<file path="src/rtl/jk_bank_driver.sv">
// Drive side of a JK flip-flop bank: turns a target/mask request into a one-cycle
// J/K excitation pulse, then watches the bank feedback for completion or timeout.
module jk_bank_driver #(
  parameter int unsigned WIDTH       = 8,
  parameter int unsigned TIMEOUT     = 4,
  parameter bit          TOGGLE_PREF = 1'b0
) (
  input  logic                       clk,
  input  logic                       rst_n,
  input  logic                       in_valid,
  output logic                       in_ready,
  input  logic [WIDTH-1:0]           in_target,
  input  logic [WIDTH-1:0]           in_mask,
  input  logic [WIDTH-1:0]           q_fb,
  output logic [WIDTH-1:0]           j_out,
  output logic [WIDTH-1:0]           k_out,
  output logic                       busy,
  output logic                       done,
  output logic                       err,
  output logic [$clog2(WIDTH+1)-1:0] flips
);

  localparam int unsigned FW = $clog2(WIDTH + 1);
  localparam int unsigned TW = (TIMEOUT > 1) ? $clog2(TIMEOUT) : 1;

  typedef enum logic [1:0] {
    IDLE  = 2'd0,
    DRIVE = 2'd1,
    CHECK = 2'd2
  } state_t;

  state_t           state;
  logic [WIDTH-1:0] target;
  logic [WIDTH-1:0] mask;
  logic [TW-1:0]    timer;

  logic [WIDTH-1:0] diff_c;
  logic [WIDTH-1:0] j_c;
  logic [WIDTH-1:0] k_c;
  logic [FW-1:0]    pop_c;
  logic             match_c;
  logic             expired_c;

  // Excitation for a fresh request, evaluated against the bank state at the accept edge
  always_comb begin
    diff_c = (q_fb ^ in_target) & in_mask;
    if (TOGGLE_PREF) begin
      j_c = diff_c;
      k_c = diff_c;
    end else begin
      j_c = diff_c & in_target;
      k_c = diff_c & ~in_target;
    end
    pop_c = '0;
    for (int i = 0; i < int'(WIDTH); i++) begin
      pop_c = pop_c + FW'(diff_c[i]);
    end
  end

  assign match_c   = ((q_fb ^ target) & mask) == '0;
  assign expired_c = (timer == TW'(TIMEOUT - 1));

  // Request sequencer; all outputs registered so J/K are glitch-free at the bank
  always_ff @(posedge clk or negedge rst_n) begin
    if (!rst_n) begin
      state    <= IDLE;
      target   <= '0;
      mask     <= '0;
      timer    <= '0;
      j_out    <= '0;
      k_out    <= '0;
      busy     <= 1'b0;
      done     <= 1'b0;
      err      <= 1'b0;
      flips    <= '0;
      in_ready <= 1'b1;
    end else begin
      done  <= 1'b0;
      err   <= 1'b0;
      j_out <= '0;
      k_out <= '0;
      case (state)
        IDLE: begin
          if (in_valid) begin
            target   <= in_target;
            mask     <= in_mask;
            j_out    <= j_c;
            k_out    <= k_c;
            flips    <= pop_c;
            busy     <= 1'b1;
            in_ready <= 1'b0;
            state    <= DRIVE;
          end
        end
        DRIVE: begin
          timer <= '0;
          state <= CHECK;
        end
        CHECK: begin
          // A match in the last allowed cycle still counts as success
          if (match_c) begin
            done     <= 1'b1;
            busy     <= 1'b0;
            in_ready <= 1'b1;
            state    <= IDLE;
          end else if (expired_c) begin
            err      <= 1'b1;
            busy     <= 1'b0;
            in_ready <= 1'b1;
            state    <= IDLE;
          end else begin
            timer <= timer + TW'(1);
          end
        end
        default: begin
          busy     <= 1'b0;
          in_ready <= 1'b1;
          state    <= IDLE;
        end
      endcase
    end
  end

endmodule

</file>
<file path="config.mk">
export PLATFORM = sky130hd
export DESIGN_NAME = jk_bank_driver
export DESIGN_NICKNAME = d
export VERILOG_FILES = /design/src/rtl/jk_bank_driver.sv
export SDC_FILE = /design/constraint.sdc
export NUM_CORES = 1
export LEC_CHECK = 0
export ABC_CLOCK_PERIOD_IN_PS = 1350
export CAP_MARGIN = 20
export CORE_MARGIN = 5
export CORE_UTILIZATION = 40
export CTS_BUF_LIST = sky130_fd_sc_hd__clkbuf_8
export DETAILED_ROUTE_END_ITERATION = 8
export PLACE_DENSITY = 0.69
export SLEW_MARGIN = 20
export SYNTH_ARGS = -nofsm -noshare
export SYNTH_HDL_FRONTEND = slang
export SYNTH_SLANG_ARGS = --single-unit
</file>
<file path="constraint.sdc">
create_clock -name clk -period 1.35 [get_ports clk]
set_input_delay 0.135 -clock clk [delete_from_list [all_inputs] [get_ports clk]]
set_output_delay 0.135 -clock clk [all_outputs]
set_load 0.03 [all_outputs]
</file>
Word level (Yosys, flattened, before mapping)
Cells that the tools add are included.

storage, ports and cells
  register bits after elaboration = 44
  output and inout port bits = 24

cells by class
  bitwise gates (word level) = 8
  reduce and logical (&&, ||, !) cells = 7
  mux-type cells = 24
  equality and inequality tests = 7
  add/sub/neg operators = 8

operators by type and width
  cell                                                 number
  bitwise AND 8 bit                                    4
  2-to-1 mux 8 bit                                     4
  adder 4 x 1 -> 4 bit                                 4
  XOR 8 bit                                            2
  2-to-1 mux 1 bit                                     11
  2-to-1 mux 2 bit                                     5
  logical NOT 8 bit                                    1
  NOT 8 bit                                            1
  inequality test 2 bit, second input constant         3
  one-hot mux 1 bit (3 select lines)                   2
  one-hot mux 2 bit (3 select lines)                   1
  AND reduction 3 bit                                  2
  adder 3 x 1 -> 4 bit                                 1
  equality test 2 bit, second input constant           2
  one-hot mux 2 bit (2 select lines)                   1
  AND reduction 2 bit                                  2
  adder 2 x 1 -> 3 bit                                 1
  inequality test 3 bit, second input constant         1
  adder 1 x 1 -> 2 bit                                 1
  adder 2 x 1 -> 2 bit, second input constant          1
  equality test 2 x 1 -> 1 bit, second input constant  1
  logical NOT 2 bit                                    1
  nonzero test 2 bit                                   1
  NOT 1 bit                                            1

Logic depth before layout (Yosys ltp)
  depth in word-level cells = 9
  mapped depth = 12
  depth with buffers taken out = 12

Worst setup path before layout
Ideal clock, no wire load.

  path kind = input port to flip-flop
  start = input in_target[3]
  end = register flips[2]
  cell stages on the path = 12
  arrival = 2.771 ns
  library setup time = 0.083 ns
  setup slack = -1.503 ns
  required time = 1.267 ns
  path through = xor2_1 -> and2_1 -> fa_1 -> inv_1 -> fa_1 -> fa_1 -> inv_1 -> ha_1 -> inv_1 -> fa_1 -> xor2_1 -> o21ai_0

on the way
  cells in the longest elaborated chain, start to end = 7

RTL lines
  element                             line  text
  from (decl)                         12    input logic [WIDTH-1:0] in_target,
  XOR 8 bit                           46    diff_c = (q_fb ^ in_target) & in_mask;
  bitwise AND 8 bit                   46
  adder 3 x 1 -> 4 bit                56    pop_c = pop_c + FW'(diff_c[i]);
  adder 4 x 1 -> 4 bit (4 in series)  56
  to (signal assigned)                89    flips <= pop_c;
  to (decl)                           20    output logic [$clog2(WIDTH+1)-1:0] flips

Every way passes these cells.
A chain may end at the register's enable or synchronous reset.

Final worst setup path
Same ends and word-level chain as after synthesis.

==> parameters.txt <==
Parameter                              Value

Outcome
  Status ... finished with violations
  Failing checks ... negative setup slack

Route
  Total wire length after detailed routing ... 4.77 mm
  Detailed-router iteration count before antenna repair ... 4
  Number of nets still failing antenna checks after routing ... 0
  Detailed-route wire length per cell ... 13.6 um
  Routed via count divided by cell count ... 4.51
  Total vias in the final route ... 1584
  Count of routing violations after the opening detailed-route iteration ... 42
  DRC violations left ... 0

Yosys
  Total nets after synthesis ... 219
  Number of warnings issued by yosys ... 0
  Post-synth EDFFs ... 0
  Synth top area share ... 50.0%
  Post-synthesis cell type count ... 29
  Most common cell in the synthesized netlist ... sky130_fd_sc_hd__nand2_1
  Leading post-synthesis cells by cell area ... sky130_fd_sc_hd__dfrtp_1 (50%), sky130_fd_sc_hd__nor3b_2 (9.3%), sky130_fd_sc_hd__nand2_1 (9.1%)
  Summed instance area of the synthesized netlist ... 0.00215 mm2
  Number of cells produced by synthesis ... 184
  Biggest area consumer among synthesized cells ... sky130_fd_sc_hd__dfrtp_1
  Ranking of synthesized cells by instance count ... sky130_fd_sc_hd__nand2_1 (52), sky130_fd_sc_hd__dfrtp_1 (43), sky130_fd_sc_hd__xor2_1 (17), sky130_fd_sc_hd__nor3b_2 (16), sky130_fd_sc_hd__nand2_4 (8)
  Sequential area share after synthesis ... 51.2%
  Async set or reset register ratio after synthesis ... 100%
  Post-synthesis average cell area ... 11.7 um2
  Most instantiated flip-flop cell in the synthesis netlist ... sky130_fd_sc_hd__dfrtp_1
  Flop and latch count out of synthesis ... 44

Critical path
  Delay contributed by the slowest stage of the critical path ... 0.52 ns
  Startpoint of the most critical setup path ... in_target[3]
  Worst reg2reg path depth ... 6
  Crit path max-delay cell type ... sky130_fd_sc_hd__fa_1
  Worst Path Max Fanout ... 2
  Endpoint required time on the critical path ... 1.53 ns
  Most frequent CP cell ... sky130_fd_sc_hd__fa_1
  Origin of the critical flop-to-flop path ... target[2]
  Setup crit start kind ... primary input
  Critical path class ... in -> reg
  CP arrival ... 2.88 ns
  Worst setup path end ... flips[2]
  Capturing point of the worst reg2reg path ... busy
  FF-to-FF setup slack ... -0.06 ns
  Critical-path cell list ... buf_8 > xor2_2 > and2_4 > fa_1 > inv_1 > fa_1 > fa_1 > inv_2 > ha_4 > inv_2 > fa_2 > xor2_1 > o21ai_1
  Type of element capturing the critical path ... flop

Pwr
  Reported leakage power ... 1.73 nW
  Power per cell area ... 1720 mW/mm2
  Fraction of power consumed by combinational cells ... 40.0%
  Switching Share ... 34.6%
  Relative contribution of the clock network to total power ... 24.9%
  Switch Pwr ... 1.94 mW
  Internal power ... 3.65 mW
  Fraction of power consumed by sequential logic ... 35.1%
  Worst IR Drop VDD ... 740 uV

Placement
  Number of cells in the design after placement ... 334
  Final GP Congestion ... 0.763
  Post-detail-place hpwl ... 3.38 mm
  IO Port Bufs ... 50

Floorplanning
  Effective utilization at floorplan ... 41.6%
  Horiz. Die Dim ... 83.4 um
  Die area ... 0.00695 mm2
  Height of the die ... 83.4 um
  Top-Level Pins ... 51
  Placement Rows ... 26
  Core outline area ... 0.00517 mm2

GRT
  GR Util met1 ... 16.1%
  Via count of the first global-routing pass ... 1648
  Met3 Resource Use GR ... 3.37%
  Aggregate global routing overflow ... 0
  Antenna violations before repair ... 0
  GRT Util Overall ... 13.3%
  Largest net degree at the start of global routing ... 23
  GR met2 Demand/Resource ... 22.8%
  Global-route wire length before repair ... 7.43 mm
  Most crowded layer after global routing ... met2

Timing
  Setup slack of the critical path after layout ... -1.35 ns
  Worst hold slack across all endpoints ... 0.0945 ns
  Shortest clock period the worst path allows after layout ... 2.70 ns
  RSZ-0062 raised after global routing ... true
  Actual transition at the worst max-transition pin ... 0.336 ns
  Number of failing setup endpoints in the final timing report ... 14
  Worst-case clock skew ... 0.00597 ns
  Hold Fails Final Rpt ... 0
  Part of the cycle the worst path needs ... 200%
  Slew headroom ... 77.7%
  Upper clock frequency limit ... 0.371 GHz
  Final count of pins violating max slew ... 0

Run
  Maximum Capacitance Violations ... 0

Final layout
  Area growth from synthesis to layout ... 51.1%
  Diode count ... 0
  Number of nets in the layout ... 315
  Fraction of final layout cells with drive strength greater than 1 ... 39.1%
  Post-Route Utilization ... 62.9%
  Final standard cell count with taps included and fillers excluded ... 351

Clocking
  Clock input transition at the sequential cells of the worst setup and hold paths ... 0.08 ns
  Depth of the CTS H-tree ... 2
  Number of clock buffers inserted by TritonCTS ... 5
  Maximum buffer depth of the clock tree ... 2
  Insertion delay of the later-clocked pin in the worst-skew pair ... 0.30 ns
  Clock root cell ... sky130_fd_sc_hd__clkbuf_8
  Clock sinks ... 44
  Clock tree from TritonCTS ... done

Min path
  Type of the worst min-delay path ... in -> reg
cell usage in the layout (no fill, tap or decap), drive strengths merged, types with 4 or more instances in the layout:
master,Yosys,layout
a22oi,4,4
and2,4,4
buf,4,48
clkbuf,0,5
clkdlybuf4s50,0,12
dfrtp,43,43
dlygate4sd2,0,28
fa,4,4
ha,4,4
inv,8,10
nand2,60,60
nor3b,17,17
xor2,17,17
cells by family after synthesis:
group	count (synthesis)	synth area share [%]
AND/OR/NAND/NOR	90	27.5
XOR/XNOR	17	6.92
multiplexers	2	0.930
flip-flops	44	51.2
buffers and inverters	12	3.95
AO/OA/AOI/OAI	11	3.43
adder cells (fa/ha/maj)	8	6.05
how the worst min path moves through the flow:
stage | start | to | slack [ns] | cells after the start
6_report | in_target[3] | k_out[3] | 0.09 | 3
5_1_grt | in_target[3] | k_out[3] | 0.1 | 3
4_1_cts | in_target[3] | k_out[3] | 0.08 | 3
3_5_place_dp | rst_n | target[5] | 0.01 | 1
3_3_place_gp | rst_n | target[5] | 0.01 | 1
2_1_floorplan | rst_n | busy | -0.16 | 0
registers in the layout, summed over array words and instances (netlist names):
signal / count
done: 1
k_out: 8
state: 2
j_out: 8
timer: 2
busy: 1
err: 1
target: 8
flips: 4
in_ready: 1
mask: 8
final cells by class:
type,instances,area [um2]
clock inverter,3,90.1
tap,70,87.6
sequential,44,1100
multi-input combinational,128,1060
clock buffer,5,68.8
timing repair inverter,2,17.5
inverter,8,42.5
timing repair buffer,91,786
fill,426,1920
per-layer routing:
metal | share of wire, % | wire length, um
met5 | 0 | 0
met4 | 1.2 | 59
met3 | 4.1 | 197
met2 | 50 | 2410
met1 | 44 | 2110
critical path: cells and delay by family:
family,cells,cell delay [ns]
AND/OR/NAND/NOR,1,0.14
AO/OA/AOI/OAI,1,0.10
buffers and inverters,4,0.26
adder cells (fa/ha/maj),5,1.88
XOR/XNOR,2,0.33
power groups by stage:
stage	clock, mW	sequential [mW]	combinational, mW
after floorplan	0	2.14	1.07
after global placement	0	1.94	1.92
after detailed placement	0	1.95	1.96
after CTS	1.40	1.94	1.97
after global routing	1.46	2.01	2.45
final	1.39	1.96	2.24
stage by stage:
step                worst slack, ns  setup TNS [ns]  area (um2)  total power [mW]
floorplan                     -1.45           -5.15        2170              3.21
global placement              -1.95          -16.30        2970              3.85
detailed placement            -2.00          -16.84        2970              3.92
CTS                           -1.32           -4.76        3120              5.31
global route                  -1.44           -5.75        3250              5.92
finish                        -1.35           -4.90        3250              5.59
timing repair:
item | 4_1_cts | 5_1_grt
cloned | 0 | 2
endpoints found under the hold margin | 39 | 0
pin swaps | 16 | 11
hold buffers | 1 | 0
gates resized for setup | 65 | 16
buffers inserted | 0 | 6
setup endpoints to repair | 62 | 21
(Power assumes the default switching activity.)
